$ cat src/rtl/pulse_send_pkg.sv
// Shared definitions for the toggle request/acknowledge pulse sender.
package pulse_send_pkg;

  // Handshake FSM encoding, shared with the matching receiver.
  typedef enum logic {
    ST_IDLE     = 1'b0,
    ST_WAIT_ACK = 1'b1
  } pulse_state_e;

  localparam int unsigned DEF_CNT_W    = 4;
  localparam int unsigned DEF_SYNC_STG = 2;

endpackage

$ cat src/rtl/pulse_send_sync_ff.sv
// Multi-flop level synchronizer for the acknowledge toggle from the far domain.
module pulse_send_sync_ff #(
  parameter int unsigned P_STG = 2
) (
  input  logic clk,
  input  logic rst_n,
  input  logic d_i,
  output logic q_o
);

  logic [P_STG-1:0] stg_q;
  logic [P_STG-1:0] stg_d;

  // Shift the asynchronous level one stage deeper each cycle.
  always_comb begin
    stg_d = {stg_q[P_STG-2:0], d_i};
  end

  // Synchronizer chain register; all stages clear on reset.
  always_ff @(posedge clk or negedge rst_n) begin
    if (!rst_n) begin
      stg_q <= '0;
    end else begin
      stg_q <= stg_d;
    end
  end

  assign q_o = stg_q[P_STG-1];

endmodule

$ cat src/rtl/pulse_send.sv
// Sending end of a toggle request/acknowledge crossing. Incoming pulses are
// counted; one pending event at a time is launched as a REQ_TGL_O transition
// and is complete once the synchronized ACK level matches REQ_TGL_O.
//
// Handshake: an event is "in flight" from the edge that inverts REQ_TGL_O
// until the edge on which ack_s == REQ_TGL_O is seen in WAIT_ACK; the next
// launch can happen no earlier than the edge after that.
module pulse_send
  import pulse_send_pkg::*;
#(
  parameter int unsigned P_CNT_W    = DEF_CNT_W,
  parameter int unsigned P_SYNC_STG = DEF_SYNC_STG
) (
  input  logic               CLK,
  input  logic               XRST,
  input  logic               PULSE_I,
  output logic               REQ_TGL_O,
  input  logic               ACK_TGL_I,
  output logic [P_CNT_W-1:0] PEND_O,
  output logic               BUSY_O,
  output logic               OVF_O,
  input  logic               OVF_CLR_I,
  output logic               STATE_DBG_O
);

  localparam logic [P_CNT_W-1:0] CNT_MAX = '1;
  localparam logic [P_CNT_W-1:0] CNT_ONE = {{(P_CNT_W-1){1'b0}}, 1'b1};

  pulse_state_e       state_q, state_d;
  logic               req_q, req_d;
  logic [P_CNT_W-1:0] pend_q, pend_d;
  logic               ovf_q, ovf_d;

  logic ack_s;
  logic launch;
  logic accept;
  logic drop;

  pulse_send_sync_ff #(
    .P_STG (P_SYNC_STG)
  ) u_ack_sync (
    .clk   (CLK),
    .rst_n (XRST),
    .d_i   (ACK_TGL_I),
    .q_o   (ack_s)
  );

  // Decide launch/accept/drop for this edge; a launch frees a slot so a
  // saturated counter can still accept a coincident pulse.
  always_comb begin
    launch = 1'b0;
    accept = 1'b0;
    drop   = 1'b0;
    launch = (state_q == ST_IDLE) && (pend_q != '0);
    accept = PULSE_I && ((pend_q != CNT_MAX) || launch);
    drop   = PULSE_I && !accept;
  end

  // Pending counter: accept and launch together cancel out.
  always_comb begin
    pend_d = pend_q;
    if (accept && !launch) begin
      pend_d = pend_q + CNT_ONE;
    end else if (launch && !accept) begin
      pend_d = pend_q - CNT_ONE;
    end
  end

  // Handshake FSM; ack_s is only looked at while waiting.
  always_comb begin
    state_d = state_q;
    req_d   = req_q;
    case (state_q)
      ST_IDLE: begin
        if (launch) begin
          req_d   = ~req_q;
          state_d = ST_WAIT_ACK;
        end
      end
      ST_WAIT_ACK: begin
        if (ack_s == req_q) begin
          state_d = ST_IDLE;
        end
      end
      default: state_d = ST_IDLE;
    endcase
  end

  // Sticky overflow; a drop on the same edge as a clear wins.
  always_comb begin
    ovf_d = ovf_q;
    if (drop) begin
      ovf_d = 1'b1;
    end else if (OVF_CLR_I) begin
      ovf_d = 1'b0;
    end
  end

  // State registers; reset discards everything pending or in flight.
  always_ff @(posedge CLK or negedge XRST) begin
    if (!XRST) begin
      state_q <= ST_IDLE;
      req_q   <= 1'b0;
      pend_q  <= '0;
      ovf_q   <= 1'b0;
    end else begin
      state_q <= state_d;
      req_q   <= req_d;
      pend_q  <= pend_d;
      ovf_q   <= ovf_d;
    end
  end

  assign REQ_TGL_O   = req_q;
  assign PEND_O      = pend_q;
  assign OVF_O       = ovf_q;
  assign BUSY_O      = (state_q == ST_WAIT_ACK) || (pend_q != '0);
  assign STATE_DBG_O = state_q;

endmodule

$ cat config.mk
export PLATFORM = sky130hd
export DESIGN_NAME = pulse_send
export DESIGN_NICKNAME = d
export VERILOG_FILES = /design/src/rtl/pulse_send_pkg.sv /design/src/rtl/pulse_send_sync_ff.sv /design/src/rtl/pulse_send.sv
export SDC_FILE = /design/constraint.sdc
export NUM_CORES = 1
export LEC_CHECK = 0
export BUFFER_PORTS_ARGS = -buffer_cell sky130_fd_sc_hd__buf_2
export CORE_MARGIN = 5
export CORE_UTILIZATION = 24
export CTS_CLUSTER_DIAMETER = 30
export DETAILED_ROUTE_END_ITERATION = 8
export GPL_TIMING_DRIVEN = 0
export HOLD_SLACK_MARGIN = 0.15
export RECOVER_POWER = 100
export SYNTH_ARGS = -nofsm -noshare
export SYNTH_HDL_FRONTEND = slang
export SYNTH_SLANG_ARGS = --single-unit
$ cat constraint.sdc
create_clock -name CLK -period 4.8 [get_ports CLK]
set_clock_uncertainty 0.2 [all_clocks]
set_input_delay 0.72 -clock CLK [delete_from_list [all_inputs] [get_ports CLK]]
set_output_delay 0.72 -clock CLK [all_outputs]
set_load 0.005 [all_outputs]
==> results.toml <==
[layout]
nNetsFinal = 74
drive_above_1_share_pct = 25.0
final_util_pct = 31.8
syn_to_final_growth_pct = 24.2
final_cells = 91
fillers = 204
seqCellArea_um2 = 225
antenna_cells = 0
multi_input_area_um2 = 258

[die]
die_y_um = 56.0
io_pins = 13
core_um2 = 1980
die_w_um = 56.0
rows = 16
fp.dieArea_um2 = 3130
initial_core_util_pct = 25.6

[sta]
finalCritPeriodShare_pct = 59.4
finalHoldViolCount = 0
setup_tns_ns = 0
worst_slack_ns = 1.95
rsz0062_at_grt = "no"
finalCriticalPeriod_ns = 2.85
holdWs_ns = 0.159
slew_headroom_pct = 67.4
drv_slew = 0
worst_pin_slew_ns = 0.489
fmax_mhz = 351
setup_violations = 0

[route]
firstDrtPassIters = 4
drc = 0
dr.first_iter.drc_count = 2
wirelength_um = 982
drtAntennaViolNets = 0
vias = 411
routed_via_density = 4.52
routedWlPerCell_um = 10.8

[worst_hold_path]
worstHoldPathType = "reg -> reg"

[global_routing]
use_met2_pct = 10.3
antenna_found_initial = 0
grt_util_all_layers_pct = 7.38
grt_max_degree = 11
use_met3_pct = 3.71
grt_pass1_vias = 395
top_usage_layer = "met2"
met1_usage_pct = 9.97
grt_remaining_overflow = 0
grt_pass1_wl_mm = 1.86

[setup_path]
path_class = "reg -> reg"
cp_max_fo = 7
cp.required_ns = 4.74
arrival_ns = 2.79
endpoint_kind = "flip-flop"
critPathLaunchType = "flip-flop"

[yosys]
ys_types = 24
synth_area_per_cell_um2 = 10.8
ys_ff_latch = 9
ys.flop_type = "dfrtp_1"
synth_area_um2 = 507
syn-num-nets = 56
yosys_warnings = 0
syn_inst = 47
seq_area_frac_synth_pct = 44.4
synth_edf_count = 0
synthArstFlopShare_pct = 100

[pwr]
power_frac_clock_pct = 13.1
switching_share_pct = 43.2
pwr-share-comb_pct = 53.6
power.density_nw_per_um2 = 714
p_leak_nw = 0.278
p_int_uw = 255
power.switching_uw = 194
peakVddDrop_uv = 375
p_seq_share_pct = 33.3

[placement]
post-place-ws_ns = 1.94
portBuffers = 12
dp_hpwl_um = 757
dp_cells = 86
place_congestion = 0.668

[clocking]
cts_buffer_depth = 2
clk_transition_reported_paths_ns = 0.06
cts-root-buf = "clkbuf_4"
insertion_delay_ns = 0.26
htreeDepth = 1
cts_setup_buffers = 0
cts_tree = "yes"
cts_buffers = 3
cts.sinks = 9

[run_status]
status = "complete, no violations"

[run]
drv_cap = 0
[logic make-up after synthesis]
group                      after synthesis  share of synthesized area (%)
and+or+nand+nor                         15                           15.8
DFF                                      9                           44.4
AOI/OAI and AO/OA                        8                           13.3
buffers and inverters                    5                           3.95
xor gates and xnor gates                 4                           6.91
adders and majority gates                4                           11.4
muxes                                    2                           4.20
[per-layer routing]
layer | up-vias | routed length [um] | part of all wire [%]
li1 | 205 | - | -
met3 | 2 | 48 | 4.9
met5 | - | 0 | 0
met1 | 189 | 493 | 50
met4 | 0 | 12 | 1.2
met2 | 15 | 427 | 43
[sequential cells by signal, indices dropped and copies added, names as in the netlist]
name	cells
PEND_O	4
u_ack_sync.stg_q	2
OVF_O	1
REQ_TGL_O	1
STATE_DBG_O	1
[cell type report]
type                            count  share of cell area [%]
Tap cell                           27                    5.37
Clock inverter                      1                   0.795
Timing Repair Buffer               13                    10.5
Multi-Input combinational cell     33                    41.0
Clock buffer                        3                    3.58
Sequential cell                     9                    35.8
Buffer                              1                   0.596
Inverter                            4                    2.39
[power by group through the flow]
stage	Combinational, mW	Clock (mW)	Sequential (mW)
finish	0.241	0.0587	0.150
global route	0.278	0.0658	0.156
CTS	0.253	0.0605	0.150
detailed placement	0.251	0	0.151
global placement	0.246	0	0.151
floorplan	0.184	0	0.146
[final timing paths]
| path | start | endpoint | slack [ns] | cells after the start |
|---|---|---|---|---|
| max in group asynchronous | XRST | PEND_O[0] | 3.35 | 2 |
| setup reg to reg | PEND_O[0] | PEND_O[3] | 1.95 | 9 |
| hold reg to reg | u_ack_sync.stg_q[0] | u_ack_sync.stg_q[1] | 0.16 | 0 |
| hold / removal | u_ack_sync.stg_q[0] | u_ack_sync.stg_q[1] | 0.16 | 0 |
| min in group asynchronous | XRST | STATE_DBG_O | 0.73 | 2 |
| setup / recovery | PEND_O[0] | PEND_O[3] | 1.95 | 9 |
[cells in the final DEF, fill, tap and decap left out, types with 3 or more instances in the layout]
| cell | count |
|---|---|
| ha_1 | 3 |
| nand2_1 | 3 |
| clkbuf_4 | 3 |
| nor2_1 | 3 |
| inv_1 | 4 |
| dfrtp_1 | 9 |
| buf_2 | 9 |
| nand3_1 | 3 |
| clkbuf_1 | 4 |
[critical path, cell delays in order, from the launching register on]
cell and delay [ns]:
dfrtp_1 0.47, nor4_1 0.41, nor2_1 0.15, inv_1 0.08, ha_1 0.24, inv_1 0.13, ha_1 0.36, or4_1 0.50
o211ai_2 0.09, o211ai_2 0.09
[what timing repair did]
| item | CTS | global route |
|---|---|---|
| endpoints found under the hold margin | 9 | 0 |
| gates resized for setup | 0 | 0 |
| hold buffers | 1 | 0 |
[stage by stage]
stage                     instance area (um^2)  power [mW]
after floorplan                            507       0.330
after detailed placement                   601       0.402
final                                      629       0.449
after global placement                     601       0.397
after CTS                                  638       0.463
after global routing                       629       0.500
[synthesized netlist by cell type (2+ instances only)]
master | number | share of area, %
dfrtp_1 | 9 | 44
nand2_1 | 3 | 2.2
a21oi_1 | 2 | 2.0
o211ai_2 | 2 | 4.9
nand3_1 | 3 | 3.0
xnor2_1 | 2 | 3.5
ha_1 | 3 | 7.4
nor2_1 | 3 | 2.2
inv_1 | 4 | 3.0
xor2_1 | 2 | 3.5
No activity file was read; power rests on OpenSTA's default activity.
